==> config.mk <==
export PLATFORM = sky130hd
export DESIGN_NAME = code_mem_loader
export DESIGN_NICKNAME = d
export VERILOG_FILES = /design/src/rtl/code_loader_pkg.sv /design/src/rtl/code_mem_loader.sv
export SDC_FILE = /design/constraint.sdc
export NUM_CORES = 1
export LEC_CHECK = 0
export CAP_MARGIN = 0
export CORE_ASPECT_RATIO = 0.9
export CORE_MARGIN = 3
export CORE_UTILIZATION = 48
export DETAILED_ROUTE_END_ITERATION = 12
export PLACE_DENSITY = 0.83
export SYNTH_ARGS = -nofsm -noshare
export SYNTH_HDL_FRONTEND = slang
export SYNTH_SLANG_ARGS = --single-unit
==> constraint.sdc <==
create_clock -name clk -period 2.7 [get_ports clk]
set_clock_uncertainty 0.2 [all_clocks]
set_input_delay 0.405 -clock clk [delete_from_list [all_inputs] [get_ports clk]]
set_output_delay 0.405 -clock clk [all_outputs]
set_load 0.005 [all_outputs]
==> src/rtl/code_loader_pkg.sv <==
// Shared types and constants for the code memory loader.
// CODE_LOADER_CHECKSUM_EN adds the GET_CHK state to the state enum.
package code_loader_pkg;

  localparam int BYTE_W = 8;
  localparam int WORD_W = 16;
  localparam logic [1:0] SYNC_DEF = 2'b10;

`ifdef CODE_LOADER_CHECKSUM_EN
  typedef enum logic [2:0] {
    IDLE, GET_CNT, GET_HI, GET_LO, WRITE, GET_CHK, FINISH
  } state_t;
`else
  typedef enum logic [2:0] {
    IDLE, GET_CNT, GET_HI, GET_LO, WRITE, FINISH
  } state_t;
`endif

endpackage

==> src/rtl/code_mem_loader.sv <==
// Serial program loader: parses a SYNC/COUNT header followed by 16-bit
// payload words from a byte stream and writes them into code_mem.
// The CPU is held off while a load is in progress.
// Optional feature: define CODE_LOADER_CHECKSUM_EN for a trailing XOR
// checksum byte; a checksum mismatch raises load_err and leaves the CPU held.
module code_mem_loader
  import code_loader_pkg::*;
#(
  parameter int         ADDR_W = 6,
  parameter logic [1:0] SYNC   = SYNC_DEF
) (
  input  logic                clk,
  input  logic                rst,
  input  logic [BYTE_W-1:0]   rx_data,
  input  logic                rx_valid,
  output logic                rx_ready,
  output logic                mem_we,
  output logic [ADDR_W-1:0]   mem_waddr,
  output logic [WORD_W-1:0]   mem_wdata,
  output logic                cpu_hold,
  output logic                busy,
  output logic                done,
  output logic                load_err,
  output logic [ADDR_W:0]     words_written
);

  localparam int CNT_W = ADDR_W + 1;

  state_t              state;
  logic [ADDR_W-1:0]   addr;
  logic [CNT_W-1:0]    target;
  logic [BYTE_W-1:0]   hi;
  logic                xfer;
  logic                last;

  // The only WRITE and FINISH cycles refuse bytes; everything else is a receive state
  assign rx_ready = (state != WRITE) && (state != FINISH);
  assign mem_we   = (state == WRITE);
  assign busy     = (state != IDLE);
  assign done     = (state == FINISH);
  assign xfer     = rx_valid && rx_ready;
  assign last     = ((words_written + CNT_W'(1)) == target);

`ifdef CODE_LOADER_CHECKSUM_EN
  logic [BYTE_W-1:0] csum;

  // Running XOR of payload bytes and sticky error flag
  always_ff @(posedge clk) begin
    if (rst) begin
      csum     <= '0;
      load_err <= 1'b0;
    end else begin
      case (state)
        IDLE:    if (xfer && rx_data[7:6] == SYNC) begin
                   csum     <= '0;
                   load_err <= 1'b0;
                 end
        GET_HI,
        GET_LO:  if (xfer) csum <= csum ^ rx_data;
        GET_CHK: if (xfer && rx_data != csum) load_err <= 1'b1;
        default: ;
      endcase
    end
  end
`else
  assign load_err = 1'b0;
`endif

  // Main loader FSM: header parse, word assembly, write strobe, completion
  always_ff @(posedge clk) begin
    if (rst) begin
      state         <= IDLE;
      addr          <= '0;
      target        <= '0;
      hi            <= '0;
      mem_waddr     <= '0;
      mem_wdata     <= '0;
      cpu_hold      <= 1'b0;
      words_written <= '0;
    end else begin
      case (state)
        IDLE: begin
          // Bytes without the sync pattern are consumed silently
          if (xfer && rx_data[7:6] == SYNC) begin
            addr          <= rx_data[ADDR_W-1:0];
            words_written <= '0;
            cpu_hold      <= 1'b1;
            state         <= GET_CNT;
          end
        end
        GET_CNT: begin
          if (xfer) begin
            // A zero count means the whole memory
            if (rx_data[6:0] == 7'd0) target <= CNT_W'(1) << ADDR_W;
            else                      target <= CNT_W'(rx_data[6:0]);
            state <= GET_HI;
          end
        end
        GET_HI: begin
          if (xfer) begin
            hi    <= rx_data;
            state <= GET_LO;
          end
        end
        GET_LO: begin
          if (xfer) begin
            // Address/data are captured here so they hold outside WRITE
            mem_waddr <= addr;
            mem_wdata <= {hi, rx_data};
            state     <= WRITE;
          end
        end
        WRITE: begin
          addr          <= addr + ADDR_W'(1);
          words_written <= words_written + CNT_W'(1);
          if (!last) begin
            state <= GET_HI;
          end else begin
`ifdef CODE_LOADER_CHECKSUM_EN
            state <= GET_CHK;
`else
            state    <= FINISH;
            cpu_hold <= 1'b0;
`endif
          end
        end
`ifdef CODE_LOADER_CHECKSUM_EN
        GET_CHK: begin
          if (xfer) begin
            if (rx_data == csum) begin
              state    <= FINISH;
              cpu_hold <= 1'b0;
            end else begin
              // Bad image: keep the CPU held until a good load completes
              state <= IDLE;
            end
          end
        end
`endif
        FINISH:  state <= IDLE;
        default: state <= IDLE;
      endcase
    end
  end

endmodule

==> flow_results.org, run 1 <==
** Status
- Status :: finished clean

** Final layout
- The repair_antennas step left the layout with diodes totalling 0.
- Footprint of the flip-flops and latches :: 0.00108 mm^2
- Area of combinational cells with multiple inputs :: 0.00122 mm^2
- From synthesis to final layout, the design area changed by 25.4%.
- Cells with a size suffix above 1 make up under 10% of the layout.
- Post-layout net count :: 342
- Non-filler instance count after layout :: a little under 400
- The filler cells instantiated in the layout total 390.

** Place
- Prior to clock tree synthesis, the placed netlist has a worst setup slack of 0.415 ns.
- The congestion estimate from routability-driven global placement came to 0.807.
- During placement, the flow inserted port buffers numbering 44.
- Summed over all nets, the half-perimeter wirelength after detailed placement is between 4000 and 5000 um.
- In this run, placement finished with an instance count of about 380.

** Synthesis
- Count of warnings emitted by yosys :: 0
- The synthesized netlist occupies a cell area of 0.00239 mm^2.
- A synthesized cell averages 8.40 um^2.
- Sequential element share of the synthesized area :: 45.1%
- Synthesized netlist net count :: 298
- In this run, distinct cell masters in the synthesized netlist total 40.
- Counting flops with an async set or reset pin after synthesis yields a share of 0%.
- Cell type contributing the most total cell area after synthesis :: dfxtp_1
- Top area cells in the synthesized netlist :: dfxtp_1, a21oi_1, nand2_1
- Dominant register cell in the synthesized netlist :: dfxtp_1
- Number of instances in the synthesized netlist :: about 290
- The synthesized design contains 54 register bits.
- After synthesis, the largest area contributor takes up 45.1% of total cell area.
- Count of flip-flops with a built-in enable after synthesis :: 0

** Die
- From left edge to right edge, the die measures 80.5 um.
- Ports :: 46
- The floorplan step defined a die boundary enclosing 0.00587 mm^2.
- Once the floorplan was initialized, standard cells occupied 51.7% of the core.
- Die height :: 73.0 um
- Placeable Area :: 0.00463 mm^2
- The floorplan has 23 rows.

** Timing
- Setup Total Neg Slack :: 0 ns
- The worst pin sits at a relative slew slack of about half.
- The count of final hold-check violations was 0.
- For this run, the top clock speed supported by timing is 419 MHz.
- For the pin with the worst max-slew slack, the measured transition is between 0.7 and 0.8 ns.
- Dividing the final minimum period by the clock period gives 88.3%.
- Final period demand of the worst path :: approximately 2.4 ns
- Final Slew Violations :: 0
- Setup violations remaining at the end of the flow were counted as 0.
- Across all hold checks on the routed design, the worst slack comes to between 0.2 and 0.3 ns.
- Setup repair after global routing missed its margin :: no
- In the post-route analysis, the smallest setup slack over all paths is 0.315 ns.

** Pwr
- In this run the power density over the cells is 463 mW/mm^2.
- Total chip power :: 1.39 mW
- For this design the static power due to leakage is around 1.0 nW.
- Across the VDD grid, the largest voltage drop is 333 uV.

** Global routing
- Summed over all layers, the global routing overflow is 0.
- Overall Global Routing Usage :: 20.3%
- Entering global routing, the biggest net connects 41 pins.
- Via count of the first global-routing pass :: about 2000
- The first global-routing pass estimated 9380 um of wire.
- Initial antenna violation count :: 0

** Clock network
- H-tree depth reported by CTS :: 2
- CTS Sinks :: 54
- Maximum count of clock buffers along a single path :: 2
- In this run, CTS created clock tree buffers numbering 5.
- Buffers added to address setup during post-CTS repair amount to 0.
- CTS placed an instance of clkbuf_8 at the clock tree root.
- TritonCTS built the clock tree.
- Hold-fix buffers, CTS :: 0
- After clock tree synthesis, the clock-pin slew on the worst setup and hold paths is 0.10 ns.
- Clock insertion delay at the later pin of the skew report :: 0.31 ns
- The number of gates resized after CTS was 0.

** Setup path
- The setup path with the least slack is of type flop to output pin.
- STA classifies the critical path endpoint as an output pin.
- The worst setup path is launched from a flop.
- Data on the critical path is required at its endpoint by 2.10 ns.
- CP max FO :: 9
- Critical Path AT :: 1.78 ns

** Detailed routing
- First drt pass iteration count :: 5
- Detailed router's first-iteration violation count :: 202
- In this run the remaining antenna-violating nets after routing total 0.
- Number of vias in the routed layout :: 2137
- In the routed layout, each cell is associated on average with a via count of 5.45.
- Total Wirelength :: 5660 um
- DRC violation count after routing :: 0
- Routed wire length per instance :: 14.4 um

** Hold path
- The path class of the tightest hold or removal check is flop to flop.

** Job
- Number of maximum-capacitance constraint violations :: 0
-- sequential cells by signal, indices dropped and copies added, names as in the netlist --
name / flops
addr: 6
words_written: 7
mem_waddr: 6
cpu_hold: 1
mem_wdata: 16
target: 7
hi: 8
state: 3
-- metrics by stage --
step	utilization, %	cell area [um^2]
after floorplan	-	2390
after global placement	62.7	2900
after detailed placement	62.7	2900
after CTS	64.8	3000
after global routing	64.8	3000
final	64.8	3000
-- cells by family after synthesis --
group	count (synthesis)	synth area share, %
mux	15	6.27
buf+inv	22	4.08
fa+ha+maj	2	1.04
other cells	1	0.157
simple gates	120	25.0
flops	54	45.1
xor+xnor	12	4.70
compound gates	59	13.6
-- routing by layer --
layer	GRT usage [%]	vias up	routed length (um)
met4	7.88	0	113
li1	-	1047	-
met2	32.6	65	2790
met1	26.4	1012	2440
met5	0	-	0
met3	4.94	13	321
-- worst max-delay path, stage by stage (launching register included) --
cell and delay (ns):
dfxtp_1 0.40, nor2_1 0.26, nand2_2 0.21, inv_2 0.10
clkdlybuf4s50_1 0.49
-- Yosys cell counts, types with 2 or more instances --
library cell  number
nor2b_1            2
mux2i_1           15
buf_1              2
nand3_1            8
inv_2              3
buf_2              3
clkbuf_1          10
dfxtp_1           54
xnor2_1            7
nand2_1           50
nand3b_1           3
nor2_1            27
xor2_1             4
a32oi_1            2
ha_1               2
nor3_1             3
inv_1              2
a211oi_1           2
o21ai_1            9
nand2b_1           4
or3_1              4
and2_1             4
a21oi_1           41
and3_1             8
-- final cells by class --
cell class | count | area share (%)
sequential | 54 | 36.0
timing repair buffer | 54 | 17.0
inverter | 5 | 0.625
clock buffer | 6 | 2.75
multi-input combinational | 209 | 40.5
clock inverter | 2 | 0.542
tap | 62 | 2.58
-- cells in the final DEF (no fill, tap or decap), types with 2 or more instances in the layout --
| cell | n |
|---|---|
| a211oi_1 | 2 |
| a21oi_1 | 41 |
| a32oi_1 | 2 |
| and2_1 | 4 |
| and3_1 | 8 |
| buf_4 | 10 |
| clkbuf_8 | 6 |
| clkdlybuf4s50_1 | 43 |
| dfxtp_1 | 54 |
| ha_1 | 2 |
| inv_1 | 2 |
| inv_2 | 3 |
| mux2i_1 | 15 |
| nand2_1 | 50 |
| nand2b_1 | 4 |
| nand3_1 | 8 |
| nand3b_1 | 3 |
| nor2_1 | 27 |
| nor2b_1 | 2 |
| nor3_1 | 3 |
| o21ai_1 | 9 |
| or3_1 | 4 |
| xnor2_1 | 7 |
| xor2_1 | 4 |
-- report_power, final --
| part | total (mW) | internal (mW) | switching, mW |
|---|---|---|---|
| clock network | 0.479 | 0.211 | 0.268 |
| registers | 0.814 | 0.805 | 0.00833 |
| logic | 0.0977 | 0.0420 | 0.0557 |
| total | 1.39 | 1.06 | 0.332 |
-- worst paths after layout --
path                    startpoint            to  slack, ns  depth (start not counted)
setup / recovery          state[1]        mem_we       0.31                          4
hold / removal        mem_waddr[3]  mem_waddr[3]       0.26                          2
setup reg to reg  words_written[1]      state[2]       0.49                          6
hold reg to reg       mem_waddr[3]  mem_waddr[3]       0.26                          2
Note: power is estimated with default switching activity, not from simulation.
==> run 2, diff against run 1 <==
==> constraint.sdc (replaced) <==
create_clock -name clk -period 2.7 [get_ports clk]
set_clock_uncertainty 0.2 [all_clocks]
set_input_delay 0.675 -clock clk [delete_from_list [all_inputs] [get_ports clk]]
set_output_delay 0.675 -clock clk [all_outputs]
set_load 0.005 [all_outputs]
==> run 2 against run 1 <==
Net effect: clock-buffer cell count did not move; via count increased by 0.42%; utilization up 1.1 points; design area increased by 1.7%; critical path type unchanged; largest cell class unchanged; highest routed layer unchanged.
==> flow_results.org, run 2 (synthesized netlist as in run 1, its figures left out) <==
** Pwr
- Across the VDD grid, the largest voltage drop is 306 uV.
- Power spread over the standard cell area amounts to approximately 500 mW/mm^2.
- In this run the static leakage power is between 1 and 1.5 nW.
- After layout, the design draws a total of about 1.5 mW.

** Final layout
- The library cell used most frequently in the layout, excluding fill and tap cells, is dfxtp_1.
- Top library cells by usage in the layout, fill and taps aside :: dfxtp_1, nand2_1, clkdlybuf4s50_1
- The register with the most flip-flops in the layout has 16 of them.
- For this run, the number of standard cells in the final layout without fillers is 396.
- Registers with the most flip-flops :: mem_wdata (16), hi (8)
- Cells with a size suffix above 1 make up 10.2% of the layout.
- Ranked by flip-flop count, first place goes to mem_wdata.
- Post-layout net count :: 346
- Count of antenna diodes in the layout :: 0
- Count of filler cells inserted in the layout :: 380
- Relative to the synthesized area, the layout overhead comes to 27.6%.

** Detailed routing
- Total Wirelength :: 5710 um
- Avg Vias per Cell :: 5.42
- Detailed router's first-iteration violation count :: 224
- Number of nets with antenna violations after routing :: 0
- The detailed router placed ~2100 vias in this run.
- After detailed routing, the average wire length per cell comes to about 14 um.
- Before antenna repair, the detailed router went through 4 iterations.
- DRC violation count after routing :: 0

** Timing
- Highest attainable clock frequency :: 393 MHz
- Transition time at the pin with the least slew margin :: 0.539 ns
- The count of final hold-check violations is 0.
- Setup repair after global routing left no endpoint under its margin.
- Setup Total Neg Slack :: 0 ns
- The smallest clock period supported by the final layout is computed as 2.54 ns.
- Headroom to the max-slew limit came out at 64.1%.
- Final Slew Violations :: 0
- The final critical path takes up 94.2% of the cycle.
- Final setup viols :: 0

** Clock network
- Buffers inserted to repair hold after CTS numbered 0.
- The clock net in this run drives a total of between 50 and 60 sinks.
- The number of gates resized after CTS was 0.
- H-tree depth reported by CTS :: 2
- Clock-pin slew was measured on the worst setup and hold paths at about 0.090 ns.
- Number of setup buffers added after CTS :: 0
- Counting the buffers created by CTS gives 5.
- Clock tree from TritonCTS :: built
- The tree is rooted in a clkbuf_8.
- At the later pin of the worst-skew pair, clock insertion delay measures 0.31 ns.
- No sink is reached through more buffers than the 2 on the longest clock path.

** Place
- The wire-length estimate of the detail-placed layout is 4070 um.
- GPL Wtd Cong :: 0.784
- Placed instance count :: just under 400
- Port buffer count :: 44

** Setup path
- R2R setup slack :: between 0.4 and 0.5 ns
- STA puts the critical path data required time at 1.82 ns.
- Element type at the critical path start :: flop
- Critical Path AT :: about 1.7 ns
- Of all nets on the critical path, the largest fanout is 7.
- The critical path in this run is classified as flop to output pin.
- Category of the worst setup path capture point :: output pin

** Die
- The die is 80.5 um wide.
- The floorplan step set the die height to roughly 73 um.
- The die covers 0.00587 mm^2.
- The floorplan has 23 rows.
- For this design the top-level I/O count stands at 46.
- Initial Utilization :: ~52%
- Placeable Area :: 0.00463 mm^2

** Global routing
- The number of global-route vias before repair is 2028.
- Entering global routing, the biggest net connects 29 pins.
- Total global routing overflow :: 0
- The initial antenna violation count was 0.
- Wire length of the first global-routing pass :: 9610 um
- Overall Global Routing Usage :: about a fifth

** Status
- Status :: finished clean

** Job
- Number of maximum-capacitance constraint violations :: 0

** Hold path
- The path class of the tightest hold or removal check is flop to flop.
==> run 2: path summary, 6_finish.rpt <==
kind	from	end	cells past startpoint
min	mem_waddr[2]	mem_waddr[2]	2
max	state[1]	mem_we	4
min reg2reg	mem_waddr[2]	mem_waddr[2]	2
max reg2reg	words_written[1]	state[2]	6
==> run 2: area by class of cell <==
cell class	instances	area, um^2	area share [%]
multi-input combinational	209	1220	39.8
tap	62	77.6	2.54
sequential	54	1080	35.4
inverter	5	18.8	0.614
clock buffer	6	82.6	2.70
timing repair buffer	58	541	17.7
clock inverter	2	38.8	1.27
==> run 2: power by group <==
part	internal (mW)	total (mW)	leakage (nW)	switching, mW
registers	0.805	0.815	0.436	0.00957
clock network	0.305	0.576	0.0618	0.270
logic	0.0451	0.100	0.584	0.0554
total	1.16	1.49	1.08	0.335
==> run 2: metrics by stage <==
| stage | cell area [um^2] | hold slack, ns | setup WS, ns | util (%) |
|---|---|---|---|---|
| 4_1_cts | 3060 | 0.261 | 0.162 | 65.9 |
| 6_report | 3060 | 0.258 | 0.156 | 65.9 |
| 3_5_place_dp | 2930 | 0.248 | 0.188 | 63.3 |
| 5_1_grt | 3060 | 0.280 | 0.0711 | 65.9 |
| 3_3_place_gp | 2930 | 0.240 | 0.243 | 63.3 |
| 2_1_floorplan | 2390 | 0.231 | 0.617 | - |
==> run 2: worst max-delay path, stage by stage, from the launching register on <==
cell,delay (ns)
dfxtp_1,0.40
nor2_1,0.28
nand2_2,0.11
inv_2,0.08
clkdlybuf4s50_1,0.50
==> run 2: layer usage <==
layer  vias to the layer above  wire length, um  GRT usage (%)  part of all wire [%]
met5                         -                0              0                     0
met4                         0               59           5.44                   1.0
met3                         6              274           3.95                   4.8
met2                        51             2810           33.3                    49
met1                      1034             2570           28.1                    45
li1                       1055                -              -                     -
==> run 3, diff against run 2 <==
PLACE_DENSITY = 0.75   (was 0.83)
==> run 3 against run 2 <==
Net effect: hold slack lost 0.0046 ns; design area shrank 0.74%; non-clock buffer count shrank 2; global-route usage grew 0.27 points; clock-buffer cell count did not move; power is 6.2% lower; utilization down 0.49 points.
==> flow_results.org, run 3 (synthesized netlist as in run 1, its figures left out) <==
** Timing
- Setup violations remaining at the end of the flow were counted as 0.
- Final hold analysis gives a worst-case slack of approximately 0.25 ns.
- Final Slew Violations :: 0
- Highest attainable clock frequency :: about 390 MHz
- Final period util :: between 90 and 100%
- Final period demand of the worst path :: approximately 2.5 ns
- Adding up every negative setup slack in the final design gives 0 ns.
- Setup repair after global routing missed its margin :: no
- The count of final hold-check violations was 0.

** Global routing
- Initial antenna violation count :: 0
- Wire length of the first global-routing pass :: 9660 um
- For this run the aggregate overflow at the end of global routing stands at 0.
- Entering global routing, the biggest net connects 47 pins.
- Via count of the first global-routing pass :: 2016
- Overall Global Routing Usage :: 20.8%

** Clock network
- H-tree depth reported by CTS :: 2
- Post-CTS timing repair inserted 0 buffers for setup.
- CTS Buf Count :: 5
- For the worst-skew pair, the clock arrives at the later sink with an insertion delay of 0.30 ns.
- CTS saw 54 sinks.
- The number of hold buffers added after CTS was 0.
- CTS clock-pin slew for the worst setup and hold paths :: 0.10 ns
- Maximum count of clock buffers along a single path :: 2
- CTS placed an instance of clkbuf_8 at the clock tree root.
- Clock tree from TritonCTS :: built

** Hold path
- Worst hold path cell count :: 2
- The worst hold path begins at hi[2].
- Type of the most critical hold path :: flop to flop
- For hold timing, the worst endpoint is mem_wdata[10].

** Pwr
- Pwr dens :: 461 mW/mm^2
- Static power due to leakage :: 1.06 nW
- VDD IR max :: roughly 420 uV

** Detailed routing
- The detail route stage leaves a number of antenna-violating nets equal to 0.
- Routed wire length per instance :: 14.5 um
- First drt pass iteration count :: 5
- Detailed router's first-iteration violation count :: roughly 150
- Number of vias in the routed layout :: 2118
- Avg Vias per Cell :: roughly 5.4
- Total Wirelength :: 5690 um
- In the routed design, unresolved DRC markers number 0.

** Setup path
- Type of the setup path with the least slack :: flop to output pin
- On the worst path, the slowest cell contributes a delay of approximately 0.52 ns.
- Broken down by cell family, the worst path's largest delay share belongs to buffers and inverters.
- The largest individual stage delay along the critical path comes from the cell clkdlybuf4s50_1.
- In this run the worst path has a maximum fanout of 12.
- R2R setup slack :: 0.51 ns
- Data arrives at the worst endpoint at ~1.7 ns.
- Worst reg2reg path endpoint :: state[2]
- The worst setup path is launched from a flop.
- STA classifies the critical path endpoint as an output pin.
- The critical path goes through nor2_2, nand2_2, inv_2, clkdlybuf4s50_1.
- Buf+Inv Stages, Crit Path :: 2
- Critical Path RT :: roughly 1.8 ns
- Startpoint of the worst-slack reg-to-reg timing path :: words_written[1]
- Measured in cells, the most critical reg-to-reg path has a length of 6.

** Final layout
- Synthesis-to-layout area growth :: 26.6%
- Top library cells by usage in the layout, fill and taps aside :: dfxtp_1, nand2_1, clkdlybuf4s50_1
- In the final layout, the share of cells above drive strength 1 is around a tenth.
- Registers with the most flip-flops :: mem_wdata (16), hi (8)
- Post-layout net count :: between 300 and 400
- The number of antenna diodes in the final layout is 0.
- Counting flops per register, the top entry is mem_wdata.
- Largest register FFs :: 16
- Most common cell after layout, fill and taps aside :: dfxtp_1
- The layout has 400 filler cells.

** Die
- Placeable Area :: between 0.004 and 0.005 mm^2
- The floorplan step set the die height to between 70 and 80 um.
- Initial Utilization :: between 50 and 60%
- In this run the horizontal extent of the chip is 80.5 um.
- The die covers 0.00587 mm^2.
- In this run the count of I/O pins placed on the die edge is 46.
- Number of rows in the core area :: 23

** Status
- Status :: finished clean

** Place
- Routability-driven placement finished with a final weighted congestion of 0.820.
- Summed over all nets, the half-perimeter wirelength after detailed placement is around 3900 um.
- Port buffer count :: 44

** Job
- The tool flagged a number of max-cap violations equal to 0.
## run 3: cell types whose count changed in the layout (fill, tap and decap cells not counted)
cell	change
buf_4	-3
buf_12	+1
bufinv_16	-1
clkinvlp_4	+1
nor2_1	-1
nor2_2	+1
## run 3: how the worst max path moves through the flow
| stage | startpoint | endpoint | cells past startpoint |
|---|---|---|---|
| global route | state[0] | mem_we | 4 |
| finish | state[0] | mem_we | 4 |
| global placement | rx_valid | target[5] | 5 |
| floorplan | words_written[0] | state[2] | 7 |
| CTS | state[0] | mem_we | 4 |
| detailed placement | rx_valid | target[3] | 5 |
## run 3: report_power, final
part / internal [mW] / switching [mW] / leakage, nW
clock network: 0.212 / 0.273 / 0.0478
logic: 0.0436 / 0.0543 / 0.577
registers: 0.806 / 0.0107 / 0.436
## run 3: cell type report
cell class                      count  area (um^2)  area share [%]
Timing Repair Buffer               56          538            17.7
Multi-Input combinational cell    209         1220            40.2
Sequential cell                    54         1080            35.6
Clock buffer                        6         82.6            2.72
Tap cell                           62         77.6            2.56
Inverter                            5         18.8           0.619
Clock inverter                      2         16.3           0.536
## run 3: layer usage
layer	GRT usage [%]	share of wire, %	up-vias
met4	5.07	0.77	0
met3	4.20	5.1	6
met1	29.7	47	996
met2	32.4	47	58
met5	0	0	-
li1	-	-	1058
## run 3: worst register-to-register path, cell delays in order, from the launching register on
cell and delay (ns):
dfxtp_1 0.41, ha_1 0.24, and3_1 0.32, a21oi_1 0.13, nand4b_4 0.20, or4_4 0.45, a211oi_2 0.18
## run 3: per-stage QoR
stage	utilization, %	std cells	setup slack (ns)	power, mW	instance area [um^2]
2_1_floorplan	-	285	0.617	0.886	2390
3_3_place_gp	63.3	386	0.217	0.929	2930
3_5_place_dp	63.3	386	0.158	0.930	2930
4_1_cts	65.4	394	0.0660	1.41	3030
5_1_grt	65.5	394	0.0406	1.45	3030
6_report	65.5	394	0.152	1.40	3030
## run 3: repair_timing
item | in CTS | in global routing
hold endpoints to repair | 0 | 0
gates resized for setup | 0 | 1
endpoints found under the setup margin | 0 | 1
